--- src/rtl/stage_sequencer.sv ---
// Five-stage sequencer for the non-pipelined LEGv8 datapath: one-hot stage enables,
// memory handshake with timeout, halt control and retirement/cycle counters.
module stage_sequencer #(
   parameter int unsigned MEM_TIMEOUT = 15,
   parameter int unsigned MAX_INSTR   = 0,
   parameter int unsigned CNT_W       = 32
) (
   input  logic             clk,
   input  logic             reset,
   input  logic             run,
   input  logic             mem_read,
   input  logic             mem_write,
   input  logic             reg_write,
   input  logic             halt_req,
   input  logic             mem_ack,
   output logic             pc_reset,
   output logic             fetch_en,
   output logic             decode_en,
   output logic             execute_en,
   output logic             mem_en,
   output logic             mem_req,
   output logic             wb_en,
   output logic             pc_update,
   output logic             halted,
   output logic             fault,
   output logic [CNT_W-1:0] retired,
   output logic [CNT_W-1:0] cycles
);

   localparam logic [3:0] S_IDLE      = 4'd0;
   localparam logic [3:0] S_FETCH     = 4'd1;
   localparam logic [3:0] S_DECODE    = 4'd2;
   localparam logic [3:0] S_EXECUTE   = 4'd3;
   localparam logic [3:0] S_MEMORY    = 4'd4;
   localparam logic [3:0] S_MEM_WAIT  = 4'd5;
   localparam logic [3:0] S_WRITEBACK = 4'd6;
   localparam logic [3:0] S_HALT      = 4'd7;
   localparam logic [3:0] S_FAULT     = 4'd8;

   localparam logic [7:0]       TMO_LIMIT     = 8'(MEM_TIMEOUT);
   localparam logic [CNT_W-1:0] RETIRE_LIMIT  = CNT_W'(MAX_INSTR);
   localparam bit               HALT_ON_COUNT = (MAX_INSTR != 0);

   logic [3:0]       state;
   logic [3:0]       state_next;
   logic [7:0]       tmo_cnt;
   logic [7:0]       tmo_inc;
   logic [7:0]       tmo_next;
   logic             mem_access;
   logic [CNT_W-1:0] retired_inc;

   assign mem_access  = mem_read | mem_write;
   assign tmo_inc     = tmo_cnt + 8'd1;
   assign retired_inc = retired + CNT_W'(1);

   always_comb begin
      state_next = state;
      tmo_next   = '0;
      case (state)
         S_IDLE:      if (run) state_next = S_FETCH;
         S_FETCH:     state_next = S_DECODE;
         S_DECODE:    state_next = S_EXECUTE;
         S_EXECUTE:   state_next = S_MEMORY;
         S_MEMORY: begin
            if (mem_access && !mem_ack) state_next = S_MEM_WAIT;
            else                        state_next = S_WRITEBACK;
         end
         S_MEM_WAIT: begin
            // ack is checked first so a same-cycle ack beats the timeout
            if (mem_ack) begin
               state_next = S_WRITEBACK;
            end else begin
               tmo_next = tmo_inc;
               if (tmo_inc == TMO_LIMIT) state_next = S_FAULT;
            end
         end
         S_WRITEBACK: begin
            if (halt_req)                                        state_next = S_HALT;
            else if (HALT_ON_COUNT && retired_inc == RETIRE_LIMIT) state_next = S_HALT;
            else if (run)                                        state_next = S_FETCH;
            else                                                 state_next = S_IDLE;
         end
         S_HALT:      state_next = S_HALT;
         S_FAULT:     state_next = S_FAULT;
         default:     state_next = S_IDLE;
      endcase
   end

   // Outputs are decoded from state_next so each flop holds the value for the state being entered.
   // mem_req/wb_en use controls seen on the entry edge; they are stable from DECODE onward.
   always_ff @(posedge clk or negedge reset) begin
      if (!reset) begin
         state      <= S_IDLE;
         tmo_cnt    <= '0;
         pc_reset   <= 1'b1;
         fetch_en   <= 1'b0;
         decode_en  <= 1'b0;
         execute_en <= 1'b0;
         mem_en     <= 1'b0;
         mem_req    <= 1'b0;
         wb_en      <= 1'b0;
         pc_update  <= 1'b0;
         halted     <= 1'b0;
         fault      <= 1'b0;
         retired    <= '0;
         cycles     <= '0;
      end else begin
         state      <= state_next;
         tmo_cnt    <= tmo_next;
         pc_reset   <= 1'b0;
         fetch_en   <= (state_next == S_FETCH);
         decode_en  <= (state_next == S_DECODE);
         execute_en <= (state_next == S_EXECUTE);
         mem_en     <= (state_next == S_MEMORY) || (state_next == S_MEM_WAIT);
         mem_req    <= (state_next == S_MEM_WAIT) || ((state_next == S_MEMORY) && mem_access);
         wb_en      <= (state_next == S_WRITEBACK) && reg_write;
         pc_update  <= (state_next == S_WRITEBACK);
         halted     <= (state_next == S_HALT) || (state_next == S_FAULT);
         fault      <= (state_next == S_FAULT);
         if (state == S_WRITEBACK) retired <= retired_inc;
         if (state != S_HALT && state != S_FAULT) cycles <= cycles + CNT_W'(1);
      end
   end

endmodule

--- config.mk ---
export PLATFORM = sky130hd
export DESIGN_NAME = stage_sequencer
export DESIGN_NICKNAME = d
export VERILOG_FILES = /design/src/rtl/stage_sequencer.sv
export SDC_FILE = /design/constraint.sdc
export NUM_CORES = 1
export LEC_CHECK = 0
export CAP_MARGIN = 0
export CORE_ASPECT_RATIO = 1.5
export CORE_MARGIN = 3
export CORE_UTILIZATION = 55
export CTS_BUF_LIST = sky130_fd_sc_hd__clkbuf_4 sky130_fd_sc_hd__clkbuf_8
export DETAILED_ROUTE_END_ITERATION = 10
export PLACE_DENSITY = 0.84
export REMOVE_ABC_BUFFERS = 1
export SLEW_MARGIN = 0
export SYNTH_ARGS = -nofsm -noshare
export SYNTH_HDL_FRONTEND = slang
export SYNTH_SLANG_ARGS = --single-unit
export TNS_END_PERCENT = 10
--- constraint.sdc ---
create_clock -name clk -period 4.8 [get_ports clk]
set_input_delay 0.72 -clock clk [delete_from_list [all_inputs] [get_ports clk]]
set_output_delay 0.72 -clock clk [all_outputs]
set_load 0.03 [all_outputs]
==> impl.org <==
** Route
- Vias post-DR :: 2,990
- Count of unresolved DRC violations after routing :: 0
- For this block, the initial DRC count from the detailed router was 175.
- Drt wl/cell :: 15.2 µm
- Number of routed nets with antenna violations :: 0
- Via-to-Cell Ratio :: 5.53
- DRT Pass-1 Iters :: 4
- Wires add up to 8.21 mm.

** Flow run
- Number of maximum-capacitance violations :: 0

** Pwr
- Of the total power, the share spent switching nets is 0.365.
- The share of total power dissipated in combinational logic is 0.314.
- Clk network pwr share :: 0.218
- Leak :: 2.18 nW
- Pwr/cell area :: 400 mW/mm²
- VDD sags by at most 397 µV.
- Final Power :: 0.00204 W
- Int Pwr :: 0.00129 W
- For this design the total switching power over the nets is 0.000746 W.
- The share of total power dissipated in sequential elements is 0.468.

** GRT
- In this run the most used layer during global routing was met2.
- Vias in the first global route :: 2,859
- For met1 alone, demand over resource in global routing was 0.251.
- Met2 layer usage reported by global route :: 0.339
- The total overflow left after global routing is 0.
- Antenna violations before repair :: 0
- For met3 alone, demand over resource in global routing was 0.0610.
- The first global-routing pass estimated 14.0 mm of wire.
- Combined global-route utilization of all metal layers :: 0.205
- Pin count of the biggest net entering global routing :: 87

** Cells and area
- Syn-to-layout area delta :: 25.5%
- Final Non-Filler Cells :: 541
- Number of antenna repair diodes :: 0
- End-of-flow core utilization :: 0.724
- In the final layout, the share of cells above drive strength 1 is 0.0721.
- Filler cells :: 516
- Final net count :: 452

** Clocking
- Buffers inserted to repair hold after CTS numbered 0.
- Gates resized during post-CTS repair numbered 0.
- TritonCTS built the clock tree.
- Counting every sink on the clock net gives 86.
- Clock latency of the later-clocked register in the worst-skew pair :: 0.36 ns
- In this run the deepest clock path goes through 2 buffers.
- After clock tree synthesis, the clock-pin slew on the worst setup and hold paths is 0.07 ns.
- Once the clock tree was built, the setup fixing pass inserted 0 buffers.
- The H-tree generated during clock tree synthesis spans 3 levels.
- The tree is rooted in a clkbuf_8.
- Counting the buffers created by CTS gives 9.

** Worst setup path
- The slowest stage of the critical path belongs to the cell clkdlybuf4s50_1.
- Buf+Inv Stages, Crit Path :: 1
- By startpoint and endpoint, the worst setup path is classified as in2reg.
- The critical path goes through clkdlybuf4s50_1 -> or2_1 -> a311o_1 -> a311oi_1 -> a31oi_2 -> o221a_1.
- STA classifies the critical path startpoint as an input port.
- Worst setup EP type :: flip-flop
- Among cell families on the critical path, the largest total delay comes from compound AO/OA/AOI/OAI gates.
- On the worst path, the slowest cell contributes a delay of 0.42 ns.
- Data arrival time of the worst path :: 2.54 ns
- Data on the critical path is required at its endpoint by 5.05 ns.
- Worst-path fanout max :: 4

** Timing
- The tightest hold path in the finished design has a slack of 0.470 ns.
- Headroom to the max-slew limit came out at 0.304.
- Final period demand of the worst path :: 2.29 ns
- Maximum clock frequency :: 437 MHz
- Setup repair after global routing left no endpoint under its margin.
- The final-report hold violation count came to 0.
- At the pin with the least slew margin, the transition time is 1.04 ns.
- Post-route fraction of the period consumed by the critical path :: 0.477
- The number of slew-limit violations in the final report came to 0.
- Setup violations remaining at the end of the flow were counted as 0.
- Summed negative setup slack over all endpoints :: 0 ns
- Clock skew on the completed layout was measured at 0.00929 ns.

** Outcome
- Run status :: finished, final reports clean

** Yosys
- Dominant cell type by area after synthesis :: dfrtp_1
- Count of flip-flops with a built-in enable after synthesis :: 0
- Top cells by area, synth :: dfrtp_1, xnor2_1, xor2_1
- Fraction of the mapped netlist area in adder cells :: 0.0123
- Simple logic cell fraction of the synthesized area :: 0.227
- Sequential share of the synthesized area :: 0.530
- Warnings from Yosys :: 0
- For this run, the leading register cell type out of synthesis is dfrtp_1.
- In this run, distinct cell masters in the synthesized netlist total 55.
- Post-Synthesis Cells :: 359
- Of the total synthesized cell area, the portion taken by XOR and XNOR cells is 0.144.
- The share of synthesized area in the top cell type comes to 0.524.
- Flops & latches, synth :: 86
- Per-instance average area after synthesis :: 11.3 µm²
- Total standard cell area after synthesis :: 0.00406 mm²
- Largest family of logic cells by synthesized area :: simple AND/OR/NAND/NOR gates
- The synthesized-area fraction occupied by ao, oa, aoi and oai cells was 0.0530.
- Of all flip-flops after synthesis, the portion carrying an async set or reset was 1.00.
- After synthesis, the share of cell area in mux cells is 0.00801.

** Floorplanning
- Core Footprint :: 0.00704 mm²
- The floorplan has 37 rows.
- From left edge to right edge, the die measures 76.2 µm.
- Initial Util :: 0.577
- Chip height :: 111 µm
- Top-level port count :: 82
- Die ar. :: 0.00847 mm²

** Placement
- Summed over all nets, the half-perimeter wirelength after detailed placement is 5.87 mm.
- Routability congestion estimate from global placement :: 0.791
- Including well taps, the total number of placed cells is 526.
- Buffers placed on the I/O ports in this run total 81.

** Worst hold path
- Worst min-delay path class :: reg2reg
-- cell type report --
| cell class | instances | area (µm²) | share of cell area |
|---|---|---|---|
| timing repair buffer | 81 | 808 | 0.159 |
| tap | 97 | 121 | 0.0238 |
| sequential | 86 | 2150 | 0.422 |
| clock buffer | 13 | 154 | 0.0302 |
| multi-input combinational | 251 | 1810 | 0.355 |
| inverter | 11 | 41.3 | 0.00810 |
| clock inverter | 2 | 10.0 | 0.00196 |
-- synthesized netlist by cell type (3+ instances only) --
cell type	number
a21oi_1	6
and3_1	4
and4_1	14
buf_2	7
dfrtp_1	85
ha_1	4
inv_1	11
nand2_1	24
nand2b_1	4
nand3_1	20
nand3b_1	3
nand4_1	18
nor2_1	29
nor3_1	3
nor4_1	4
nor4b_1	3
xnor2_1	47
xor2_1	20
-- worst paths after layout --
path / from / endpoint / slack, ns / depth (start not counted)
worst max-delay path: mem_write / mem_req / 2.51 / 6
worst min-delay path: retired[31] / retired[31] / 0.47 / 1
worst max register to register: tmo_cnt[0] / pc_update / 2.73 / 6
worst min register to register: retired[31] / retired[31] / 0.47 / 1
max in group asynchronous: reset / cycles[0] / 3.58 / 1
min in group asynchronous: reset / retired[17] / 0.55 / 1
-- power groups by stage --
| stage | Clock, W | Sequential (W) | Combinational (W) |
|---|---|---|---|
| floorplan | 0 | 0.00108 | 0.000272 |
| global placement | 0 | 0.000962 | 0.000631 |
| detailed placement | 0 | 0.000968 | 0.000645 |
| CTS | 0.000463 | 0.000953 | 0.000648 |
| global route | 0.000490 | 0.000974 | 0.000689 |
| finish | 0.000444 | 0.000955 | 0.000641 |
-- through the flow --
stage / area [µm²] / setup WS [ns]
after floorplan: 4000 / 2.74
after global placement: 4930 / 2.23
after detailed placement: 4930 / 2.14
after CTS: 5100 / 2.48
after global routing: 5100 / 2.41
final: 5100 / 2.51
-- flip-flops by register name, indices dropped and copies added (netlist names) --
register	cells
mem_en	1
wb_en	1
mem_req	1
state	4
fetch_en	1
fault	1
pc_reset	1
retired	32
tmo_cnt	8
halted	1
execute_en	1
pc_update	1
decode_en	1
cycles	32
-- cell usage in the layout (no fill, tap or decap), drive strengths merged, types with 3 or more instances in the layout --
cell | netlist | layout
dfrtp | 85 | 85
clkdlybuf4s50 | 0 | 80
xnor2 | 47 | 47
nor2 | 29 | 29
nand2 | 24 | 24
nand3 | 21 | 21
xor2 | 20 | 20
nand4 | 20 | 20
and4 | 14 | 14
clkbuf | 2 | 13
inv | 11 | 11
nor4 | 7 | 7
a21oi | 6 | 6
nor3 | 5 | 5
nand2b | 4 | 4
and3 | 4 | 4
ha | 4 | 4
or2 | 4 | 4
nand3b | 3 | 3
nor4b | 3 | 3
-- per-layer routing --
metal | wire length [µm] | up-vias
met4 | 156 | 0
met1 | 3380 | 1483
met2 | 4290 | 75
met3 | 389 | 14
li1 | - | 1418
met5 | 0 | -
-- worst reg2reg max path, stage by stage, from the launching register on --
cell	delay, ns
dfrtp_1	0.55
ha_1	0.32
and3_1	0.22
a41o_1	0.22
o311ai_0	0.14
o22ai_1	0.39
nor3_1	0.11
-- kinds of logic (layout without fill, tap and decap cells) --
kind of cell	count (synthesis)	count (layout)
AOI/OAI and AO/OA	28	28
xor gates and xnor gates	67	67
adders and majority gates	4	4
buffers and inverters	22	107
DFF	86	86
muxes	3	3
other	1	1
and+or+nand+nor	148	148
(Power assumes the default switching activity.)
